`config.mk`:
```
export PLATFORM = sky130hd
export DESIGN_NAME = nx_ia_mem_arb
export DESIGN_NICKNAME = d
export VERILOG_FILES = /design/src/rtl/nx_mem_typePKG.sv /design/src/rtl/nx_ia_sat_counter.sv /design/src/rtl/nx_ia_mem_arb.sv
export SDC_FILE = /design/constraint.sdc
export NUM_CORES = 1
export LEC_CHECK = 0
export BUFFER_PORTS_ARGS = -buffer_cell sky130_fd_sc_hd__buf_2
export CORE_AREA = 2 2 242 244
export DETAILED_ROUTE_END_ITERATION = 12
export DIE_AREA = 0 0 244 246
export PLACE_DENSITY_LB_ADDON = 0.1
export SYNTH_ARGS = -nofsm -noshare
export SYNTH_HDL_FRONTEND = slang
export SYNTH_SLANG_ARGS = --single-unit
```
`constraint.sdc`:
```
create_clock -name clk -period 2.9 [get_ports clk]
set_input_delay 0.435 -clock clk [delete_from_list [all_inputs] [get_ports clk]]
set_output_delay 0.435 -clock clk [all_outputs]
set_load 0.1 [all_outputs]
```
`src/rtl/nx_mem_typePKG.sv`:
```
// Shared types for the indirect-access memory arbiter: granted-port encoding
// and the default software starvation bound.
package nx_mem_typePKG;

  typedef enum logic [1:0] {
    IDLE = 2'd0,
    SW   = 2'd1,
    HW   = 2'd2
  } arb_req_e;

  localparam int unsigned STARVE_LIMIT_DEF = 16;

endpackage

```
`src/rtl/nx_ia_sat_counter.sv`:
```
// Saturating up-counter with synchronous clear; clear has priority over increment.
module nx_ia_sat_counter #(
  parameter int unsigned   W   = 5,
  parameter logic [W-1:0]  MAX = '1
) (
  input  logic         clk,
  input  logic         rst_n,
  input  logic         i_clr,
  input  logic         i_inc,
  output logic [W-1:0] o_cnt
);

  logic [W-1:0] r_cnt;

  always_ff @(posedge clk or negedge rst_n) begin
    if (!rst_n) begin
      r_cnt <= '0;
    end else if (i_clr) begin
      r_cnt <= '0;
    end else if (i_inc && (r_cnt != MAX)) begin
      r_cnt <= r_cnt + W'(1);
    end
  end

  assign o_cnt = r_cnt;

endmodule

```
`src/rtl/nx_ia_mem_arb.sv`:
```
// Arbitrates one single-port RAM between the indirect-access controller (software)
// and the datapath (hardware). Optional stall statistics under NX_IA_MEM_ARB_STATS_EN.
module nx_ia_mem_arb
  import nx_mem_typePKG::*;
#(
  parameter int unsigned N_ADDR_BITS  = 9,
  parameter int unsigned N_DATA_BITS  = 96,
  parameter int unsigned STARVE_LIMIT = STARVE_LIMIT_DEF
) (
  input  logic                   clk,
  input  logic                   rst_n,
  input  logic                   sw_cs,
  input  logic                   sw_we,
  input  logic [N_ADDR_BITS-1:0] sw_add,
  input  logic [N_DATA_BITS-1:0] sw_wdat,
  input  logic                   yield,
  input  logic                   ia_reset,
  output logic                   grant,
  output logic [N_DATA_BITS-1:0] sw_rdat,
  input  logic                   hw_req,
  input  logic                   hw_we,
  input  logic [N_ADDR_BITS-1:0] hw_add,
  input  logic [N_DATA_BITS-1:0] hw_wdat,
  output logic                   hw_gnt,
  output logic                   hw_rvld,
  output logic [N_DATA_BITS-1:0] hw_rdat,
  output logic                   mem_cs,
  output logic                   mem_we,
  output logic [N_ADDR_BITS-1:0] mem_add,
  output logic [N_DATA_BITS-1:0] mem_wdat,
  input  logic [N_DATA_BITS-1:0] mem_rdat
`ifdef NX_IA_MEM_ARB_STATS_EN
  ,
  output logic [15:0]            sw_stall_cnt
`endif
);

  localparam int unsigned STARVE_W = $clog2(STARVE_LIMIT + 1);

  logic [STARVE_W-1:0]    w_starve_cnt;
  logic                   w_starved;
  logic                   w_sw_stall;
  arb_req_e               w_arb;
  logic                   r_hw_rvld;
  logic                   r_sw_rd_pend;
  logic [N_DATA_BITS-1:0] r_sw_hold;

  // Software wins outright when the datapath is quiet, yields, is swept, or has starved it
  assign w_starved  = (w_starve_cnt == STARVE_W'(STARVE_LIMIT));
  assign grant      = sw_cs & (~hw_req | yield | ia_reset | w_starved);
  assign hw_gnt     = hw_req & ~grant & ~ia_reset;
  assign w_sw_stall = sw_cs & ~grant;

  always_comb begin
    w_arb = IDLE;
    if (grant) begin
      w_arb = SW;
    end else if (hw_gnt) begin
      w_arb = HW;
    end
  end

  // Idle cycles park the RAM address/data on the software values
  always_comb begin
    mem_cs   = 1'b0;
    mem_we   = 1'b0;
    mem_add  = sw_add;
    mem_wdat = sw_wdat;
    case (w_arb)
      SW: begin
        mem_cs = 1'b1;
        mem_we = sw_we;
      end
      HW: begin
        mem_cs   = 1'b1;
        mem_we   = hw_we;
        mem_add  = hw_add;
        mem_wdat = hw_wdat;
      end
      default: ;
    endcase
  end

  nx_ia_sat_counter #(
    .W   (STARVE_W),
    .MAX (STARVE_W'(STARVE_LIMIT))
  ) u_starve_cnt (
    .clk   (clk),
    .rst_n (rst_n),
    .i_clr (grant | ~sw_cs),
    .i_inc (w_sw_stall),
    .o_cnt (w_starve_cnt)
  );

  always_ff @(posedge clk or negedge rst_n) begin
    if (!rst_n) begin
      r_hw_rvld    <= 1'b0;
      r_sw_rd_pend <= 1'b0;
      r_sw_hold    <= '0;
    end else begin
      r_hw_rvld    <= hw_gnt & ~hw_we;
      r_sw_rd_pend <= grant & ~sw_we;
      if (r_sw_rd_pend) begin
        r_sw_hold <= mem_rdat;
      end
    end
  end

  assign hw_rvld = r_hw_rvld;
  assign hw_rdat = mem_rdat;
  // Read data flows straight through in its return cycle, then comes from the hold register
  assign sw_rdat = r_sw_rd_pend ? mem_rdat : r_sw_hold;

`ifdef NX_IA_MEM_ARB_STATS_EN
  nx_ia_sat_counter #(
    .W   (16),
    .MAX (16'hFFFF)
  ) u_stall_cnt (
    .clk   (clk),
    .rst_n (rst_n),
    .i_clr (1'b0),
    .i_inc (w_sw_stall),
    .o_cnt (sw_stall_cnt)
  );
`endif

endmodule

```
==> results by group <==
Outcome
  – Status: complete, no violations

Logic synthesis
  – Top_reg_cell synth: dfrtp_1
  – Post-synth top cells: 107 x nand3_1, 106 x nand2_1, 105 x and2_1, 105 x nor4bb_1, 105 x or4b_1
  – Share of the yosys chip area belonging to registers: between 20% and 30%
  – Synth Warn #: 0
  – Avg Inst Size Synth: just over 9 sq um
  – Cells after synthesis: between 1000 and 1500
  – Post-synthesis mux area share: between 10 and 15%
  – Number of flops mapped to enable cells by yosys: 0
  – Top cells by area, synth: dfrtp_1 26%, mux2_2 11%, nor4bb_1 11%, or4b_1 11%, buf_4 7.4%
  – Post-Synth Simple-Gate Area: 37.9%
  – Most common cell in the netlist: nand3_1
  – Largest family of logic cells by synthesized area: simple AND/OR/NAND/NOR gates
  – Yosys top cell area share: roughly 26%
  – Register bit total from synthesis: 103
  – Async SR Flop Fraction: 100%
  – Cell Area, Synth: roughly 10000 sq um
  – Net Count, Synth: 1395
  – Area leader, netlist: dfrtp_1
  – Xor and xnor area share after synthesis: less than 1%
  – Synth cell types: 29
  – Adder-Cell Fraction of Synth Area: less than 1%
  – Compound-Gate Fraction of Synth Area: approximately 11%

Power and ir drop
  – Leakage power: 6.71 nW
  – Total power per unit cell area: about 570 nW/um^2
  – Peak VDD IR: roughly 0.00043 V

Global route
  – Initial antenna violation count: 25
  – Vias in the first global route: 10300
  – Global Route Usage Sum: roughly 14%
  – Largest net degree at the start of global routing: ~130
  – Remaining Overflow, GRT: 0
  – First-pass GRT wire length: 64.7 mm

Run
  – Max-Cap Viols: 0

STA
  – Tcrit/Tclk final: between 90% and 100%
  – Worst Hold Slack: between 0.2 and 0.25 ns
  – Hold Fails Final Rpt: 0
  – Final setup viols: 0
  – Post-route clock skew: between 0.009 and 0.01 ns
  – Period minus WS final: approximately 2.8 ns
  – Fmax: roughly 350 MHz
  – Pins over their slew limit: 0
  – Setup TNS: 0 ns
  – Worst Tran Pin Value: 0.684 ns
  – Relative slew slack: between 50 and 60%
  – Unrepaired setup endpoints after global routing: true

Clock network
  – Clock Latency Late Sink: 0.37 ns
  – Clock Root Buffer: clkbuf_16
  – Reg clk slew, reported paths: about 0.07 ns
  – CTS tree: yes
  – CTS H-tree lvls: 3
  – Clock Path Buffers: 2
  – Clk sinks: between 100 and 150
  – Num CTS Buffers: 9

Placement
  – DP HPWL: approximately 33 mm
  – Routability cong.: ~0.74
  – PortBufs: approximately 620
  – DP Area: roughly 15000 sq um

Min path
  – Worst min path class: primary input to flip-flop

Floorplan
  – Starting Density: roughly 17%
  – IO Count: slightly above 600
  – Die area: 60000 sq um
  – Core ar.: about 57000 sq um
  – Die height: between 200 and 250 um
  – Cell Rows: just under 90
  – Die W: 244 um

Routing
  – Via-to-Cell Ratio: 4.55
  – # DRC: 0
  – WL final: approximately 45 mm
  – Initial drt markers: 440
  – TritonRoute pass-1 iters: 4
  – DR vias: ~10000
  – Post-route ant nets: 0
  – WL per Instance: 19.4 um

Cells and area
  – Layout Nets: around 1800
  – Post-route cell area: ~15000 sq um
  – Area Overhead vs Synth: 54.0%
  – Layout cells sized above 1: 54.9%
  – Utilization after layout: about 27%

Worst setup path
  – Setup crit end kind: primary output
  – Top fanout value on the critical path: 30
  – Crit path launch type: flip-flop
  – Worst setup path class: flip-flop to primary output
  – WP data required: 2.47 ns
  – Critical Path AT: ~2.4 ns
[worst paths after layout]
check	from	end	slack, ns	cells past startpoint
max	u_starve_cnt.o_cnt[0]	mem_wdat[25]	0.06	7
min	hw_we	hw_rvld	0.25	2
max reg2reg	u_starve_cnt.o_cnt[0]	u_starve_cnt.o_cnt[4]	0.99	6
min reg2reg	r_sw_hold[16]	r_sw_hold[16]	0.49	1
max in group asynchronous	rst_n	r_sw_rd_pend	1.51	3
min in group asynchronous	rst_n	r_sw_hold[88]	0.53	2
[metrics by stage]
| step | setup slack (ns) | total power [mW] | instances |
|---|---|---|---|
| CTS | 0.00813 | 8.85 | 2287 |
| detailed placement | 0.396 | 7.48 | 2270 |
| floorplan | -0.0672 | 6.04 | 1079 |
| finish | 0.0621 | 8.75 | 2305 |
| global route | -0.0193 | 9.09 | 2302 |
| global placement | 0.407 | 7.47 | 2270 |
[report_power, final]
part,internal (mW),leakage [nW],switching (mW),total (mW)
registers,1.66,1.22,0.0609,1.72
logic,1.41,5.33,4.30,5.71
clock network,0.697,0.154,0.619,1.32
total,3.77,6.71,4.98,8.75
[routing by layer]
metal  GRT usage [%]  vias to the layer above  wire length [um]
li1                -                     4952                 -
met4            4.57                       22               921
met1            15.0                     5079             16600
met5               0                        -               122
met3            5.26                       56              3850
met2            25.2                      372             23300
[registers in the layout, summed over array words and instances, names as in the netlist]
signal	flops
r_sw_rd_pend	1
u_starve_cnt.o_cnt	5
hw_rvld	1
r_sw_hold	96
[cell usage in the layout (no fill, tap or decap), drive strengths merged, types with 13 or more instances in the layout]
| master | instances |
|---|---|
| a221oi | 105 |
| and2 | 105 |
| nand3 | 107 |
| buf | 652 |
| nand2 | 106 |
| or4b | 106 |
| diode | 13 |
| dfrtp | 103 |
| nor4bb | 105 |
| mux2 | 96 |
[worst max-delay path, cell delays in order, from the launching register on]
cell      delay (ns)
dfrtp_1         0.39
inv_1           0.06
ha_1            0.21
and4bb_4        0.30
buf_16          0.20
or4b_1          0.51
nand3_1         0.13
buf_12          0.19
[repair_timing]
item,in CTS,in global routing
hold buffers,1,0
resized for setup,0,47
hold endpoints to repair,27,0
setup endpoints to repair,0,96
buffers inserted,0,3
[layout make-up]
type	instances	area, sq um
well taps	765	957
clock buffers	9	225
inverters	3	11.3
flip-flops and latches	103	2580
repair buffers	654	5220
fillers	6203	42000
multi-input cells	751	6250
diodes	13	32.5
clock inverters	7	96.3
[cell families after synthesis]
logic type | Yosys count
mux | 96
fa+ha+maj | 2
flops | 103
buf+inv | 226
compound gates | 107
xor+xnor | 3
simple gates | 542
Power figures use the tool's default switching activity.
